`src/rtl/tick_bcd_counter.sv`:
```
// ---------------------------------------------------------------------------
// tick_bcd_counter
//
// Seconds-style display counter driven by the modulo divider's square wave.
// Every rising edge of mo_in becomes a one-cycle tick. While running, each
// tick advances a two-digit BCD count 00..59. The roll from 59 to 00 emits a
// one-cycle wrap pulse. A debounced push on btnC toggles run/pause.
//
// Parameters:
//   DEBOUNCE_CYCLES  consecutive samples at a new btnC level needed to accept
//                    that level (>= 1)
//
// Optional build macro:
//   TICK_SYNC_EN     passes mo_in through a two-flop synchronizer before edge
//                    detect. This adds two cycles of tick latency. Leave it
//                    undefined when the divider runs on clk.
//
// Ports:
//   clk      in   system clock, rising edge
//   reset    in   asynchronous active-low reset
//   mo_in    in   divided square wave
//   btnC     in   raw pushbutton, each accepted press toggles running
//   clear    in   synchronous clear of the count (wins over a tick)
//   ones     out  BCD ones digit 0..9
//   tens     out  BCD tens digit 0..5
//   running  out  counting enabled
//   tick     out  one-cycle pulse per detected mo_in rise
//   wrap     out  one-cycle pulse on 59 -> 00
//
// All outputs are flops. No input reaches an output without a register.
// ---------------------------------------------------------------------------
module tick_bcd_counter #(
  parameter int DEBOUNCE_CYCLES = 4
) (
  input  logic       clk,
  input  logic       reset,
  input  logic       mo_in,
  input  logic       btnC,
  input  logic       clear,
  output logic [3:0] ones,
  output logic [3:0] tens,
  output logic       running,
  output logic       tick,
  output logic       wrap
);

  localparam int             CW   = $clog2(DEBOUNCE_CYCLES + 1);
  localparam logic [CW-1:0]  LAST = CW'(DEBOUNCE_CYCLES - 1);
  localparam logic [CW-1:0]  ONE  = CW'(1);

  // -------------------------------------------------------------------------
  // mo_in conditioning
  // -------------------------------------------------------------------------
  logic mo_s;   // wave as seen by the edge detector
  logic mo_d;   // previous mo_s
  logic rise;

`ifdef TICK_SYNC_EN
  // The synchronizer resets high. A wave that is already high at reset
  // release therefore looks like it has always been high, and no tick fires.
  logic [1:0] mo_pipe;

  always_ff @(posedge clk or negedge reset) begin
    if (!reset) mo_pipe <= 2'b11;
    else        mo_pipe <= {mo_pipe[0], mo_in};
  end

  assign mo_s = mo_pipe[1];
`else
  assign mo_s = mo_in;
`endif

  assign rise = mo_s & ~mo_d;

  // -------------------------------------------------------------------------
  // Button debounce
  //   REL  : accepted level low
  //   PCHK : counting consecutive high samples
  //   HELD : accepted level high
  //   RCHK : counting consecutive low samples
  // A press is accepted on the DEBOUNCE_CYCLES-th high sample. At that same
  // edge 'press' is high, so running toggles with no extra cycle of delay.
  // -------------------------------------------------------------------------
  typedef enum logic [1:0] {REL, PCHK, HELD, RCHK} db_state_t;

  db_state_t     db_st;
  logic [CW-1:0] db_cnt;
  logic          press;

  always_comb begin
    press = 1'b0;
    if (DEBOUNCE_CYCLES == 1) press = (db_st == REL) && btnC;
    else                      press = (db_st == PCHK) && btnC && (db_cnt == LAST);
  end

  always_ff @(posedge clk or negedge reset) begin
    if (!reset) begin
      db_st  <= REL;
      db_cnt <= '0;
    end else begin
      case (db_st)
        REL: begin
          if (btnC) begin
            if (DEBOUNCE_CYCLES == 1) begin
              db_st  <= HELD;
              db_cnt <= '0;
            end else begin
              db_st  <= PCHK;
              db_cnt <= ONE;
            end
          end
        end
        PCHK: begin
          if (!btnC) begin
            db_st  <= REL;
            db_cnt <= '0;
          end else if (db_cnt == LAST) begin
            db_st  <= HELD;
            db_cnt <= '0;
          end else begin
            db_cnt <= db_cnt + ONE;
          end
        end
        HELD: begin
          if (!btnC) begin
            if (DEBOUNCE_CYCLES == 1) begin
              db_st  <= REL;
              db_cnt <= '0;
            end else begin
              db_st  <= RCHK;
              db_cnt <= ONE;
            end
          end
        end
        RCHK: begin
          if (btnC) begin
            db_st  <= HELD;
            db_cnt <= '0;
          end else if (db_cnt == LAST) begin
            db_st  <= REL;
            db_cnt <= '0;
          end else begin
            db_cnt <= db_cnt + ONE;
          end
        end
        default: begin
          db_st  <= REL;
          db_cnt <= '0;
        end
      endcase
    end
  end

  // -------------------------------------------------------------------------
  // Edge history, tick, run flag and BCD count
  // The count decision reads 'running' before this edge's toggle. Clear and
  // toggle are independent, so a collision applies both.
  // -------------------------------------------------------------------------
  always_ff @(posedge clk or negedge reset) begin
    if (!reset) begin
      mo_d    <= 1'b1;
      tick    <= 1'b0;
      running <= 1'b0;
      ones    <= 4'd0;
      tens    <= 4'd0;
      wrap    <= 1'b0;
    end else begin
      mo_d    <= mo_s;
      tick    <= rise;
      running <= running ^ press;

      if (clear) begin
        ones <= 4'd0;
        tens <= 4'd0;
        wrap <= 1'b0;
      end else if (rise && running) begin
        if (ones == 4'd9) begin
          ones <= 4'd0;
          if (tens == 4'd5) begin
            tens <= 4'd0;
            wrap <= 1'b1;
          end else begin
            tens <= tens + 4'd1;
            wrap <= 1'b0;
          end
        end else begin
          ones <= ones + 4'd1;
          wrap <= 1'b0;
        end
      end else begin
        wrap <= 1'b0;
      end
    end
  end

endmodule
```
`config.mk`:
```
export PLATFORM = sky130hd
export DESIGN_NAME = tick_bcd_counter
export DESIGN_NICKNAME = d
export VERILOG_FILES = /design/src/rtl/tick_bcd_counter.sv
export SDC_FILE = /design/constraint.sdc
export NUM_CORES = 1
export LEC_CHECK = 0
export ABC_CLOCK_PERIOD_IN_PS = 1700
export CAP_MARGIN = 15
export CORE_MARGIN = 5
export CORE_UTILIZATION = 45
export CTS_CLUSTER_DIAMETER = 50
export DETAILED_ROUTE_END_ITERATION = 8
export DONT_BUFFER_PORTS = 1
export SYNTH_ARGS = -nofsm -noshare
export SYNTH_HDL_FRONTEND = slang
export SYNTH_SLANG_ARGS = --single-unit
```
`constraint.sdc`:
```
create_clock -name clk -period 1.7 [get_ports clk]
set_clock_uncertainty 0.15 [all_clocks]
set_input_delay 0.255 -clock clk [delete_from_list [all_inputs] [get_ports clk]]
set_output_delay 0.255 -clock clk [all_outputs]
set_load 0.1 [all_outputs]
```
**Word level (Yosys, flattened, before mapping)**

Cells that the tools add are included.

- Shift operators: 0
- Divide/modulo/power cells: 0
- Bitwise operators: 3
- Equality and inequality tests: 10
- Order comparisons: 0
- Muxes and demuxes: 24
- Multiply operators: 0
- Add/sub/neg operators: 3
- Reductions and logical operators: 9

Operators by type and width:

| kind | count |
|---|---|
| $mux 4 | 7 |
| $mux 3 | 5 |
| $mux 2 | 6 |
| $pmux 3 s4 | 1 |
| $add 4x1->4 const B | 2 |
| $pmux 2 s4 | 1 |
| $eq 2x2->1 const B | 2 |
| $eq 4x3->1 const B | 1 |
| $eq 4x4->1 const B | 1 |
| $mux 1 | 4 |
| $ne 2x2->1 const B | 2 |
| $reduce_and 2->1 | 2 |
| $reduce_and 4->1 | 1 |
| $reduce_bool 2->1 | 2 |
| $add 3x1->3 const B | 1 |
| $eq 3x2->1 const B | 1 |
| $logic_and 1x1->1 | 3 |
| $ne 3x2->1 const B | 1 |
| $ne 3x3->1 const B | 1 |
| $eq 2x1->1 const B | 1 |
| $logic_not 2->1 | 1 |
| $and 1x1->1 | 1 |
| $not 1->1 | 1 |
| $xor 1x1->1 | 1 |

- Memory bits (writable): 0
- Memories: 0
- Bits in latches: 0
- Bits of input ports: 5
- Output and inout bits: 11
- Logic and storage cells: 57
- ROM bits: 0
- Bits in registers: 17

**Longest topological paths before layout**

Gate-level depths: netlist of run 1.

- Depth after elaboration: 5
- Mapped depth: 5
- Mapped depth without buffers: 5

**Least setup slack after synthesis of run 1**

Ideal clock, no wire load.

- Kind: reg2reg
- Start point: register ones[1]
- End point: register ones[2]
- Slack: -493 ps
- Arrival time: 1964 ps
- Stages on the path, launching flop included: 6
- Setup time: 78 ps
- Data required time: 1472 ps
- Cell sequence: dfrtp_1 > inv_1 > ha_1 > and3b_4 > or4_1 > a21oi_1

- Word-level cells in the longest chain between the ends: 4
- Elaborated cells between the ends (all ways): 5
- Classes of those cells: 1 x add/sub; 1 x eq/ne; 3 x mux

RTL lines:

| item | line | source |
|---|---|---|
| from (decl) | 40 | `output logic [3:0] ones,` |
| from (signal assigned) | 187 | `ones <= ones + 4'd1;` |
| $add 4x1->4 / $eq 4x4->1 (equally long branches) | 187, 177 |  |
| $mux 4 (*) | 177 | `if (ones == 4'd9) begin` |
| $mux 4 (*) | 176 | `end else if (rise && running) begin` |
| $mux 4 (*) | 172 | `if (clear) begin` |

Mark *: on every way between the ends. The rest lies on a longest branch, timed or not. The select of a mux whose other input is x is not followed.
A chain may end at the register's enable or synchronous reset.

**Worst setup path after layout of run 1**

- Start point: register ones[0]
- End point: register ones[2]

The elaborated chain is that of the path after synthesis.

==> results.sh, run 1 <==
export IMPL_ant_nets=0
export IMPL_wl_per_cell_um=14.2
export IMPL_syn2layout_area_growth_pct=25.7
export IMPL_cap_violations=0
export IMPL_antenna_found_initial=0
export IMPL_port_buffers=0
export IMPL_worstPathArrival_ns=1.72
export IMPL_final_util=0.608
export IMPL_drc=0
export IMPL_cp_max_fo=6
export IMPL_ir_worst_vdd_uv=715
export IMPL_period_share=0.975
export IMPL_grt_start_max_net_pins=18
export IMPL_cp_start_kind="flop"
export IMPL_clockRootBuffer="clkbuf_4"
export IMPL_ys_flop_type="dfrtp_1"
export IMPL_synthesis_area_um2=862
export IMPL_finalCriticalPeriod_ns=1.66
export IMPL_layout_common_cells="13 x buf_4, 7 x dfrtp_1, 6 x o21ai_0"
export IMPL_final_nets=110
export IMPL_hold_viol=0
export IMPL_reg2reg_slack_ns=0.04
export IMPL_worst_hold_path_type="in2reg"
export IMPL_avgSynthCellArea_um2=10.8
export IMPL_tightest_slew_ns=0.771
export IMPL_grt_pass1_vias=642
export IMPL_core_mm2=0.00178
export IMPL_ys_ff_latch=17
export IMPL_fin_area_mm2=0.00108
export IMPL_final_common_cell="buf_4"
export IMPL_leakage_uw=0.000448
export IMPL_globalplace_congestion=0.760
export IMPL_die_area_mm2=0.00289
export IMPL_overflow=0
export IMPL_clkSlewWorstSetupHoldPaths_ns=0.10
export IMPL_synth_area_top_cells="dfrtp_1 46%, ha_1 7.3%, o21ai_0 3.5%"
export IMPL_via_count=652
export IMPL_clk_latency_ns=0.28
export IMPL_status="complete, no violations"
export IMPL_critPathKind="reg2reg"
export IMPL_drtIter0Drc=20
export IMPL_clock_sinks=17
export IMPL_ys_async_sr_fraction=1.00
export IMPL_setup_violations=0
export IMPL_rsz0062_at_grt="false"
export IMPL_grt_pass1_wl_mm=2.97
export IMPL_dpl_instance_area_mm2=0.00101
export IMPL_grt_usage=0.146
export IMPL_tns_ns=0
export IMPL_synth_top_area_share=0.464
export IMPL_synth_top_area_cell="dfrtp_1"
export IMPL_clockBufferDepth=2
export IMPL_crit_required_ns=1.76
export IMPL_start_util=0.484
export IMPL_syn_num_nets=90
export IMPL_numCtsBuffers=3
export IMPL_fmax_mhz=604
export IMPL_powerDensity_mw_per_mm2=1070
export IMPL_relSlewSlack=0.484
export IMPL_ios=16
export IMPL_die_x_um=53.8
export IMPL_ctsResizeCount=0
export IMPL_row_count=15
export IMPL_finalMaxSlewViolations=0
export IMPL_wirelength_mm=1.76
export IMPL_num_antenna_cells=0
export IMPL_synthCells=80
export IMPL_ys_warn_count=0
export IMPL_die_y_um=53.8
export IMPL_synth_edff_count=0
export IMPL_yosysSeqAreaShare=0.495
export IMPL_htreeDepth=1
export IMPL_cts_tree="yes"
export IMPL_first_pass_iters=4
export IMPL_drive_gt1_frac=0.333
export IMPL_ys_types=29
export IMPL_holdWs_ns=0.0262
export IMPL_cp_end_kind="flop"
export IMPL_viasPerCell=5.26
export IMPL_hpwl_mm=1.24
[power breakdown]
part | total [uW] | leakage [uW] | internal [uW] | switching (uW)
logic | 398 | 0.000223 | 130 | 268
clock network | 214 | 0.0000177 | 87.3 | 127
registers | 543 | 0.000207 | 483 | 60.9
total | 1160 | 0.000448 | 700 | 456
[cells in the mapped netlist, drive strengths merged, types with 2 or more instances]
cell	count
dfrtp	16
o21ai	6
a21oi	5
ha	5
inv	5
nand3	5
nand2	4
nand3b	4
or3	4
and3b	3
nand4b	2
nor2b	2
nor3b	2
o21a	2
xor2	2
[stage by stage]
stage | worst slack, ns | power, uW | instances
floorplan | -0.0663 | 853 | 80
global placement | 0.0824 | 920 | 115
detailed placement | 0.0592 | 933 | 115
CTS | 0.0416 | 1170 | 123
global route | 0.0274 | 1250 | 124
finish | 0.0433 | 1160 | 124
[registers in the layout (all words and copies together) (netlist names), named ones only]
register and count:
db_st 1, mo_d 1, running 1, wrap 1
ones 4, db_cnt 3, tens 4, tick 1
[worst max-delay path, cell delays in order (launching register included)]
cell,delay [ns]
dfrtp_4,0.53
ha_4,0.17
and3b_4,0.20
or4_1,0.39
a21oi_1,0.14
[layer usage]
metal,track usage,share of wire,vias to the layer above
met5,0,0,-
met4,0.0638,0.017,0
met3,0.0332,0.040,4
met2,0.218,0.46,15
met1,0.201,0.48,307
li1,-,-,326
[final cells by class]
| class | count | area (um^2) |
|---|---|---|
| fillers | 146 | 699 |
| clock buffers | 3 | 22.5 |
| repair buffers | 17 | 138 |
| inverters | 5 | 18.8 |
| clock inverters | 1 | 5.00 |
| multi-input cells | 56 | 420 |
| flip-flops and latches | 17 | 448 |
| well taps | 25 | 31.3 |
[kinds of logic (layout without fill, tap and decap cells)]
logic type | Yosys count | after routing | synth area share
xor gates and xnor gates | 2 | 2 | 0.0203
and+or+nand+nor | 31 | 31 | 0.232
buffers and inverters | 7 | 26 | 0.0319
DFF | 17 | 17 | 0.495
adders and majority gates | 5 | 5 | 0.0726
muxes | 1 | 1 | 0.0131
AOI/OAI and AO/OA | 17 | 17 | 0.135
[timing repair]
action	in CTS	in global routing
setup endpoints to repair	0	2
endpoints found under the hold margin	29	0
hold buffers	4	0
buffers inserted	0	1
[final timing paths]
| path | startpoint | end | cells past startpoint |
|---|---|---|---|
| min reg2reg | mo_d | tick | 1 |
| max | ones[0] | ones[2] | 4 |
| min in group asynchronous | reset | ones[1] | 1 |
| max reg2reg | ones[0] | ones[2] | 4 |
| min | clear | tens[2] | 3 |
| max in group asynchronous | reset | tens[1] | 1 |
(Power assumes the default switching activity.)
==> run 2, diff against run 1 <==
--- a/config.mk
+++ b/config.mk
@@ -10,6 +10,7 @@
 export CORE_MARGIN = 5
 export CORE_UTILIZATION = 45
 export CTS_CLUSTER_DIAMETER = 50
+export CTS_CLUSTER_SIZE = 40
 export DETAILED_ROUTE_END_ITERATION = 8
 export DONT_BUFFER_PORTS = 1
 export SYNTH_ARGS = -nofsm -noshare
==> results of run 2 <==
The final DEF is identical to that of run 1; final timing and power are the same.
